### config.mk
export PLATFORM = sky130hd
export DESIGN_NAME = grf_wport_arb_flat
export DESIGN_NICKNAME = d
export VERILOG_FILES = /design/src/rtl/grf_wport_arb_if.sv /design/src/rtl/grf_wport_arb.sv /design/src/flat_wrapper.sv
export SDC_FILE = /design/constraint.sdc
export NUM_CORES = 1
export LEC_CHECK = 0
export BUFFER_PORTS_ARGS = -buffer_cell sky130_fd_sc_hd__clkbuf_2
export CAP_MARGIN = 30
export CORE_AREA = 2 2 174 159
export DETAILED_ROUTE_END_ITERATION = 7
export DIE_AREA = 0 0 176 161
export GPL_TIMING_DRIVEN = 0
export PLACE_DENSITY = 0.62
export SKIP_CTS_REPAIR_TIMING = 1
export SLEW_MARGIN = 20
export SYNTH_ARGS = -nofsm -noshare
export SYNTH_HDL_FRONTEND = slang
export SYNTH_SLANG_ARGS = --single-unit
### constraint.sdc
create_clock -name clk -period 13.35 [get_ports clk]
set_clock_uncertainty 0.15 [all_clocks]
set_input_delay 0 -clock clk [delete_from_list [all_inputs] [get_ports clk]]
set_output_delay 0 -clock clk [all_outputs]
set_load 0.05 [all_outputs]
### src/rtl/grf_wport_arb_if.sv
// grf_wport_arb_if
//   Bundles the handshake and data buses around the register-file write-port
//   arbiter: WB stage write, long-unit result return, long-op issue, decode
//   read addresses, and the arbitrated register-file write port.
//   master : the surrounding pipeline / bench (drives WB, LU, issue, decode)
//   slave  : the arbiter (drives lu_ready, dec_stall, wb_hold, grf_*)
interface grf_wport_arb_if;
  logic        wb_we;
  logic [4:0]  wb_addr;
  logic [31:0] wb_data;
  logic [31:0] wb_pc;
  logic        lu_valid;
  logic        lu_ready;
  logic [4:0]  lu_addr;
  logic [31:0] lu_data;
  logic [31:0] lu_pc;
  logic        issue_valid;
  logic [4:0]  issue_addr;
  logic [4:0]  rd_a1;
  logic [4:0]  rd_a2;
  logic        dec_stall;
  logic        wb_hold;
  logic [4:0]  grf_wa;
  logic [31:0] grf_wd;
  logic [31:0] grf_pc;

  modport master (
    output wb_we, wb_addr, wb_data, wb_pc,
    output lu_valid, lu_addr, lu_data, lu_pc,
    output issue_valid, issue_addr, rd_a1, rd_a2,
    input  lu_ready, dec_stall, wb_hold, grf_wa, grf_wd, grf_pc
  );

  modport slave (
    input  wb_we, wb_addr, wb_data, wb_pc,
    input  lu_valid, lu_addr, lu_data, lu_pc,
    input  issue_valid, issue_addr, rd_a1, rd_a2,
    output lu_ready, dec_stall, wb_hold, grf_wa, grf_wd, grf_pc
  );
endinterface

### src/rtl/grf_wport_arb.sv
// grf_wport_arb
//   Shares the register file's single write port between the WB stage and an
//   out-of-order long-latency unit. Long-unit results wait in a small FIFO and
//   drain on cycles WB does not write; a starvation guard holds WB for one
//   cycle to force a drain. A pending-destination scoreboard drives the
//   decode stall for RAW/WAW hazards against outstanding long ops.
// Ports
//   clk   : clock
//   reset : asynchronous active-high reset (empties FIFO, clears scoreboard)
//   bus   : grf_wport_arb_if.slave (WB, long unit, issue, decode, grf write)
module grf_wport_arb #(
  parameter int DEPTH        = 2,
  parameter int STARVE_LIMIT = 4
) (
  input  logic           clk,
  input  logic           reset,
  grf_wport_arb_if.slave bus
);
  localparam int AW = (DEPTH > 1) ? $clog2(DEPTH) : 1;
  localparam int CW = AW + 1;
  localparam int GW = $clog2(STARVE_LIMIT + 1);
  localparam logic [CW-1:0] FULL_CNT  = CW'(DEPTH);
  localparam logic [GW-1:0] AGE_LIMIT = GW'(STARVE_LIMIT);

  logic [4:0]    fifo_addr_q [DEPTH];
  logic [31:0]   fifo_data_q [DEPTH];
  logic [31:0]   fifo_pc_q   [DEPTH];
  logic [AW-1:0] rd_ptr_q, rd_ptr_d;
  logic [AW-1:0] wr_ptr_q, wr_ptr_d;
  logic [CW-1:0] count_q, count_d;
  logic [GW-1:0] age_q, age_d;
  logic          wb_hold_q, wb_hold_d;
  logic [31:0]   pending_q, pending_d;

  logic          empty_s, full_s, wb_sel_s, pop_s, push_s, lu_ready_s, dec_stall_s;
  logic [4:0]    grf_wa_s;
  logic [31:0]   grf_wd_s, grf_pc_s;

  // Write-port selection and FIFO handshake, from registered state and inputs
  always_comb begin
    empty_s  = (count_q == CW'(0));
    full_s   = (count_q == FULL_CNT);
    wb_sel_s = bus.wb_we && (bus.wb_addr != 5'd0);
    // A held WB always yields to the FIFO head; otherwise the head drains only
    // when WB is not writing a real register.
    pop_s    = !empty_s && (wb_hold_q || !wb_sel_s);
    // The forced pop is known from registered state alone, so a full FIFO can
    // still accept during it without a path from the WB inputs.
    lu_ready_s = !full_s || wb_hold_q;
    // Results for register 0 are acknowledged but never stored.
    push_s   = bus.lu_valid && lu_ready_s && (bus.lu_addr != 5'd0);
    grf_wa_s = 5'd0;
    grf_wd_s = 32'd0;
    grf_pc_s = 32'd0;
    if (pop_s) begin
      grf_wa_s = fifo_addr_q[rd_ptr_q];
      grf_wd_s = fifo_data_q[rd_ptr_q];
      grf_pc_s = fifo_pc_q[rd_ptr_q];
    end else if (wb_sel_s && !wb_hold_q) begin
      grf_wa_s = bus.wb_addr;
      grf_wd_s = bus.wb_data;
      grf_pc_s = bus.wb_pc;
    end else begin
      grf_wa_s = 5'd0;
      grf_wd_s = 32'd0;
      grf_pc_s = 32'd0;
    end
  end

  // Next-state for pointers, occupancy, starvation age and scoreboard
  always_comb begin
    wr_ptr_d = push_s ? (wr_ptr_q + AW'(1)) : wr_ptr_q;
    rd_ptr_d = pop_s  ? (rd_ptr_q + AW'(1)) : rd_ptr_q;
    case ({push_s, pop_s})
      2'b10:   count_d = count_q + CW'(1);
      2'b01:   count_d = count_q - CW'(1);
      default: count_d = count_q;
    endcase
    if (pop_s || empty_s) begin
      age_d = GW'(0);
    end else begin
      age_d = age_q + GW'(1);
    end
    // Registering the comparison gives a one-cycle hold whose pop clears age.
    wb_hold_d = (age_d == AGE_LIMIT);
    pending_d = pending_q;
    if (pop_s) begin
      pending_d[fifo_addr_q[rd_ptr_q]] = 1'b0;
    end else begin
      pending_d = pending_q;
    end
    // Applied after the clear so a same-register issue keeps the bit set.
    if (bus.issue_valid && (bus.issue_addr != 5'd0)) begin
      pending_d[bus.issue_addr] = 1'b1;
    end else begin
      pending_d = pending_d;
    end
  end

  // Decode stall against outstanding long-op destinations (reg 0 never stalls)
  always_comb begin
    dec_stall_s = ((bus.rd_a1 != 5'd0) && pending_q[bus.rd_a1]) ||
                  ((bus.rd_a2 != 5'd0) && pending_q[bus.rd_a2]) ||
                  (bus.issue_valid && (bus.issue_addr != 5'd0) && pending_q[bus.issue_addr]);
  end

  // State registers; reset discards buffered results and pending bits at once
  always_ff @(posedge clk or posedge reset) begin
    if (reset) begin
      rd_ptr_q  <= AW'(0);
      wr_ptr_q  <= AW'(0);
      count_q   <= CW'(0);
      age_q     <= GW'(0);
      wb_hold_q <= 1'b0;
      pending_q <= 32'd0;
      for (int i = 0; i < DEPTH; i++) begin
        fifo_addr_q[i] <= 5'd0;
        fifo_data_q[i] <= 32'd0;
        fifo_pc_q[i]   <= 32'd0;
      end
    end else begin
      rd_ptr_q  <= rd_ptr_d;
      wr_ptr_q  <= wr_ptr_d;
      count_q   <= count_d;
      age_q     <= age_d;
      wb_hold_q <= wb_hold_d;
      pending_q <= pending_d;
      if (push_s) begin
        fifo_addr_q[wr_ptr_q] <= bus.lu_addr;
        fifo_data_q[wr_ptr_q] <= bus.lu_data;
        fifo_pc_q[wr_ptr_q]   <= bus.lu_pc;
      end
    end
  end

  assign bus.lu_ready  = lu_ready_s;
  assign bus.dec_stall = dec_stall_s;
  assign bus.wb_hold   = wb_hold_q;
  assign bus.grf_wa    = grf_wa_s;
  assign bus.grf_wd    = grf_wd_s;
  assign bus.grf_pc    = grf_pc_s;
endmodule
### src/flat_wrapper.sv
// flat-port wrapper written by rule: the top's interface ports become plain ports
module grf_wport_arb_flat 
#(
  parameter int DEPTH        = 2,
  parameter int STARVE_LIMIT = 4
)
  (clk, reset, bus_wb_we, bus_wb_addr, bus_wb_data, bus_wb_pc, bus_lu_valid, bus_lu_addr, bus_lu_data, bus_lu_pc, bus_issue_valid, bus_issue_addr, bus_rd_a1, bus_rd_a2, bus_lu_ready, bus_dec_stall, bus_wb_hold, bus_grf_wa, bus_grf_wd, bus_grf_pc);
  grf_wport_arb_if bus_i ();
  input  logic clk;
  input  logic reset;
  input wire logic [$bits(bus_i.wb_we)-1:0] bus_wb_we;
  input wire logic [$bits(bus_i.wb_addr)-1:0] bus_wb_addr;
  input wire logic [$bits(bus_i.wb_data)-1:0] bus_wb_data;
  input wire logic [$bits(bus_i.wb_pc)-1:0] bus_wb_pc;
  input wire logic [$bits(bus_i.lu_valid)-1:0] bus_lu_valid;
  input wire logic [$bits(bus_i.lu_addr)-1:0] bus_lu_addr;
  input wire logic [$bits(bus_i.lu_data)-1:0] bus_lu_data;
  input wire logic [$bits(bus_i.lu_pc)-1:0] bus_lu_pc;
  input wire logic [$bits(bus_i.issue_valid)-1:0] bus_issue_valid;
  input wire logic [$bits(bus_i.issue_addr)-1:0] bus_issue_addr;
  input wire logic [$bits(bus_i.rd_a1)-1:0] bus_rd_a1;
  input wire logic [$bits(bus_i.rd_a2)-1:0] bus_rd_a2;
  output wire logic [$bits(bus_i.lu_ready)-1:0] bus_lu_ready;
  output wire logic [$bits(bus_i.dec_stall)-1:0] bus_dec_stall;
  output wire logic [$bits(bus_i.wb_hold)-1:0] bus_wb_hold;
  output wire logic [$bits(bus_i.grf_wa)-1:0] bus_grf_wa;
  output wire logic [$bits(bus_i.grf_wd)-1:0] bus_grf_wd;
  output wire logic [$bits(bus_i.grf_pc)-1:0] bus_grf_pc;
  assign bus_i.wb_we = bus_wb_we;
  assign bus_i.wb_addr = bus_wb_addr;
  assign bus_i.wb_data = bus_wb_data;
  assign bus_i.wb_pc = bus_wb_pc;
  assign bus_i.lu_valid = bus_lu_valid;
  assign bus_i.lu_addr = bus_lu_addr;
  assign bus_i.lu_data = bus_lu_data;
  assign bus_i.lu_pc = bus_lu_pc;
  assign bus_i.issue_valid = bus_issue_valid;
  assign bus_i.issue_addr = bus_issue_addr;
  assign bus_i.rd_a1 = bus_rd_a1;
  assign bus_i.rd_a2 = bus_rd_a2;
  assign bus_lu_ready = bus_i.lu_ready;
  assign bus_dec_stall = bus_i.dec_stall;
  assign bus_wb_hold = bus_i.wb_hold;
  assign bus_grf_wa = bus_i.grf_wa;
  assign bus_grf_wd = bus_i.grf_wd;
  assign bus_grf_pc = bus_i.grf_pc;
  grf_wport_arb #(.DEPTH(DEPTH), .STARVE_LIMIT(STARVE_LIMIT)) u_core (.clk(clk), .reset(reset), .bus(bus_i));
endmodule
==> results.sh <==
export IMPL_required_ps=13200
export IMPL_avgSynthCellArea_um2=11.6
export IMPL_hold_slack_ps=-63.0
export IMPL_area_delta_synth_final_pct=31.8
export IMPL_cts_buffer_depth=2
export IMPL_cap_violations=0
export IMPL_synthesis_area_um2=9130
export IMPL_synth_ff_type="dfrtp_1"
export IMPL_crit_path_start_kind="register"
export IMPL_layout_nets=1260
export IMPL_htree_levels=4
export IMPL_synth_edf_count=0
export IMPL_rsz0062_at_grt="no"
export IMPL_clk_latency_ps=420
export IMPL_slew_limit_headroom_pct=36.3
export IMPL_synth_top_cells_by_count="dfrtp_1 (178), mux2_2 (141), o21ai_0 (125)"
export IMPL_place_gp_congestion=0.839
export IMPL_crit_type="register to output pin"
export IMPL_final_setup_viol_count=0
export IMPL_grt_pass1_wl_um=40000
export IMPL_gr_total_overflow=0
export IMPL_first_pass_iters=5
export IMPL_max_stage_delay_ps=580
export IMPL_violations="hold timing"
export IMPL_core_area_um2=26600
export IMPL_yosysSeqAreaShare_pct=48.8
export IMPL_synth_nets=945
export IMPL_grt_max_degree=92
export IMPL_endpoint_kind="output pin"
export IMPL_drive_gt1_share_pct=38.8
export IMPL_clk_pin_slew_ps=60
export IMPL_fp_dieW_um=176
export IMPL_hold_class="input pin to register"
export IMPL_fin_crit_sh_pct=26.9
export IMPL_ir_drop_v=0.000118
export IMPL_via_per_inst=5.11
export IMPL_grt_use_total_pct=18.2
export IMPL_power_density_nw_per_um2=234
export IMPL_arrival_ps=3440
export IMPL_max_freq_ghz=0.278
export IMPL_grt_pass1_vias=7216
export IMPL_wl_per_cell_um=17.9
export IMPL_wl_um=26300
export IMPL_worst_pin_slew_ps=955
export IMPL_place_hpwl_um=19200
export IMPL_p_leak_nw=5.53
export IMPL_crit_buf_inv=3
export IMPL_synth_area_leaders="dfrtp_1 (49%), mux2_2 (17%), mux2i_1 (8.2%), o21ai_0 (6.9%), nand2_1 (3.7%)"
export IMPL_final_util_pct=45.2
export IMPL_yosysMostFrequentCell="dfrtp_1"
export IMPL_status="finished with violations"
export IMPL_period_needed_ps=3590
export IMPL_cts_inserted_buffers=17
export IMPL_cp_common_cell="clkbuf_1"
export IMPL_start_util_pct=34.3
export IMPL_ioPinCount=230
export IMPL_ant_nets=0
export IMPL_r2r_setup_slack_ps=10010
export IMPL_async_flop_share_pct=100
export IMPL_antenna_found_initial=1
export IMPL_final_area_um2=12000
export IMPL_synth_seq_cells=178
export IMPL_setup_tns_ps=0
export IMPL_portBuffers=223
export IMPL_cts_root_buffer="clkbuf_16"
export IMPL_synth_warnings=0
export IMPL_synth_top_cell_by_area="dfrtp_1"
export IMPL_num_rows=57
export IMPL_critPathSlowestCell="nor2b_1"
export IMPL_ys_types=48
export IMPL_crit_family="buffers and inverters"
export IMPL_cts_tree="done"
export IMPL_syn_inst=785
export IMPL_clkSinkCount=178
export IMPL_finalMaxSlewViolations=0
export IMPL_hold_violations=5
export IMPL_worstPathCellList="nor2b_1 -> o21a_1 -> clkbuf_1 -> clkbuf_1 -> nand2_1 -> o21ai_1 -> clkbuf_2"
export IMPL_drc_errors=0
export IMPL_place_area_um2=10700
export IMPL_cp_max_fo=10
export IMPL_dr_first_iter_drc_count=577
export IMPL_num_vias=7489
export IMPL_die_height_um=161
export IMPL_die_area_um2=28300
export IMPL_synth_top_area_share_pct=48.8
layer usage:
| metal | up-vias | track usage [%] | share of wire [%] |
|---|---|---|---|
| li1 | 3491 | - | - |
| met1 | 3779 | 25.1 | 45 |
| met2 | 209 | 29.9 | 50 |
| met3 | 10 | 3.93 | 4.3 |
| met4 | 0 | 3.53 | 0.54 |
| met5 | - | 0 | 0 |
where the power goes:
| part | leakage [nW] | switching (mW) | internal (mW) |
|---|---|---|---|
| Sequential | 2.12 | 0.177 | 0.812 |
| Clock | 0.290 | 0.218 | 0.284 |
| Combinational | 3.12 | 0.782 | 0.546 |
| Total | 5.53 | 1.18 | 1.64 |
area by class of cell:
type	count	area (µm²)
well taps	354	443
multi-input cells	545	4410
clock buffers	18	439
fillers	2493	14600
diodes	1	2.50
inverters	12	52.6
repair buffers	296	1860
plain buffers	50	218
flip-flops and latches	178	4450
clock inverters	12	146
metrics by stage:
stage	total power, mW	hold WS (ps)	cells	worst slack (ps)
after global routing	2.99	8.17	1466	9570
after global placement	2.28	100	1362	6310
final	2.82	-63.0	1466	9760
after detailed placement	2.31	-2.42	1363	9950
after floorplan	1.95	0.448	785	8370
after CTS	2.82	-461	1393	9660
state kept, by name, summed over array words and instances, names as in the netlist, 2 cells and up:
signal	flops
u_core.fifo_pc_q	64
u_core.count_q	2
u_core.fifo_data_q	64
u_core.pending_q	32
u_core.age_q	3
u_core.fifo_addr_q	10
worst min-delay path, cell delays in order:
cell and delay [ps]:
clkbuf_1 190, nand3_1 190, o21ai_0 80
layout by cell type (no fill, tap or decap), types with 4 or more instances in the layout:
master           n
a21oi_1          4
a32o_1           7
buf_2           15
clkbuf_1        30
clkbuf_16       17
clkbuf_2       223
dfrtp_1        178
dlygate4sd3_1   72
inv_1           11
inv_6            6
mux2_2         141
mux2i_1         75
mux4_1           6
mux4_2          13
nand2_1         89
nand2b_1         4
nand3_1          9
nor2_1           8
nor2b_1          9
o21ai_0        125
o21ai_1          8
xnor2_1          4
worst paths after layout:
| kind | to | cells after the start | from |
|---|---|---|---|
| setup / recovery | bus_grf_wd[26] | 7 | u_core.bus.wb_hold |
| hold / removal | u_core.pending_q[13] | 3 | bus_issue_addr[3] |
| setup reg to reg | u_core.count_q[1] | 8 | u_core.bus.wb_hold |
| hold reg to reg | u_core.age_q[0] | 1 | u_core.age_q[0] |
| max in group asynchronous | u_core.fifo_data_q[57] | 4 | reset |
| min in group asynchronous | u_core.fifo_pc_q[53] | 3 | reset |
kinds of logic after synthesis:
logic type	synth area share (%)
XOR/XNOR	0.480
multiplexers	30.6
buffers and inverters	2.88
flip-flops	48.8
AO/OA/AOI/OAI	9.93
adder cells (fa/ha/maj)	0.274
AND/OR/NAND/NOR	7.07
(Power assumes the default switching activity.)
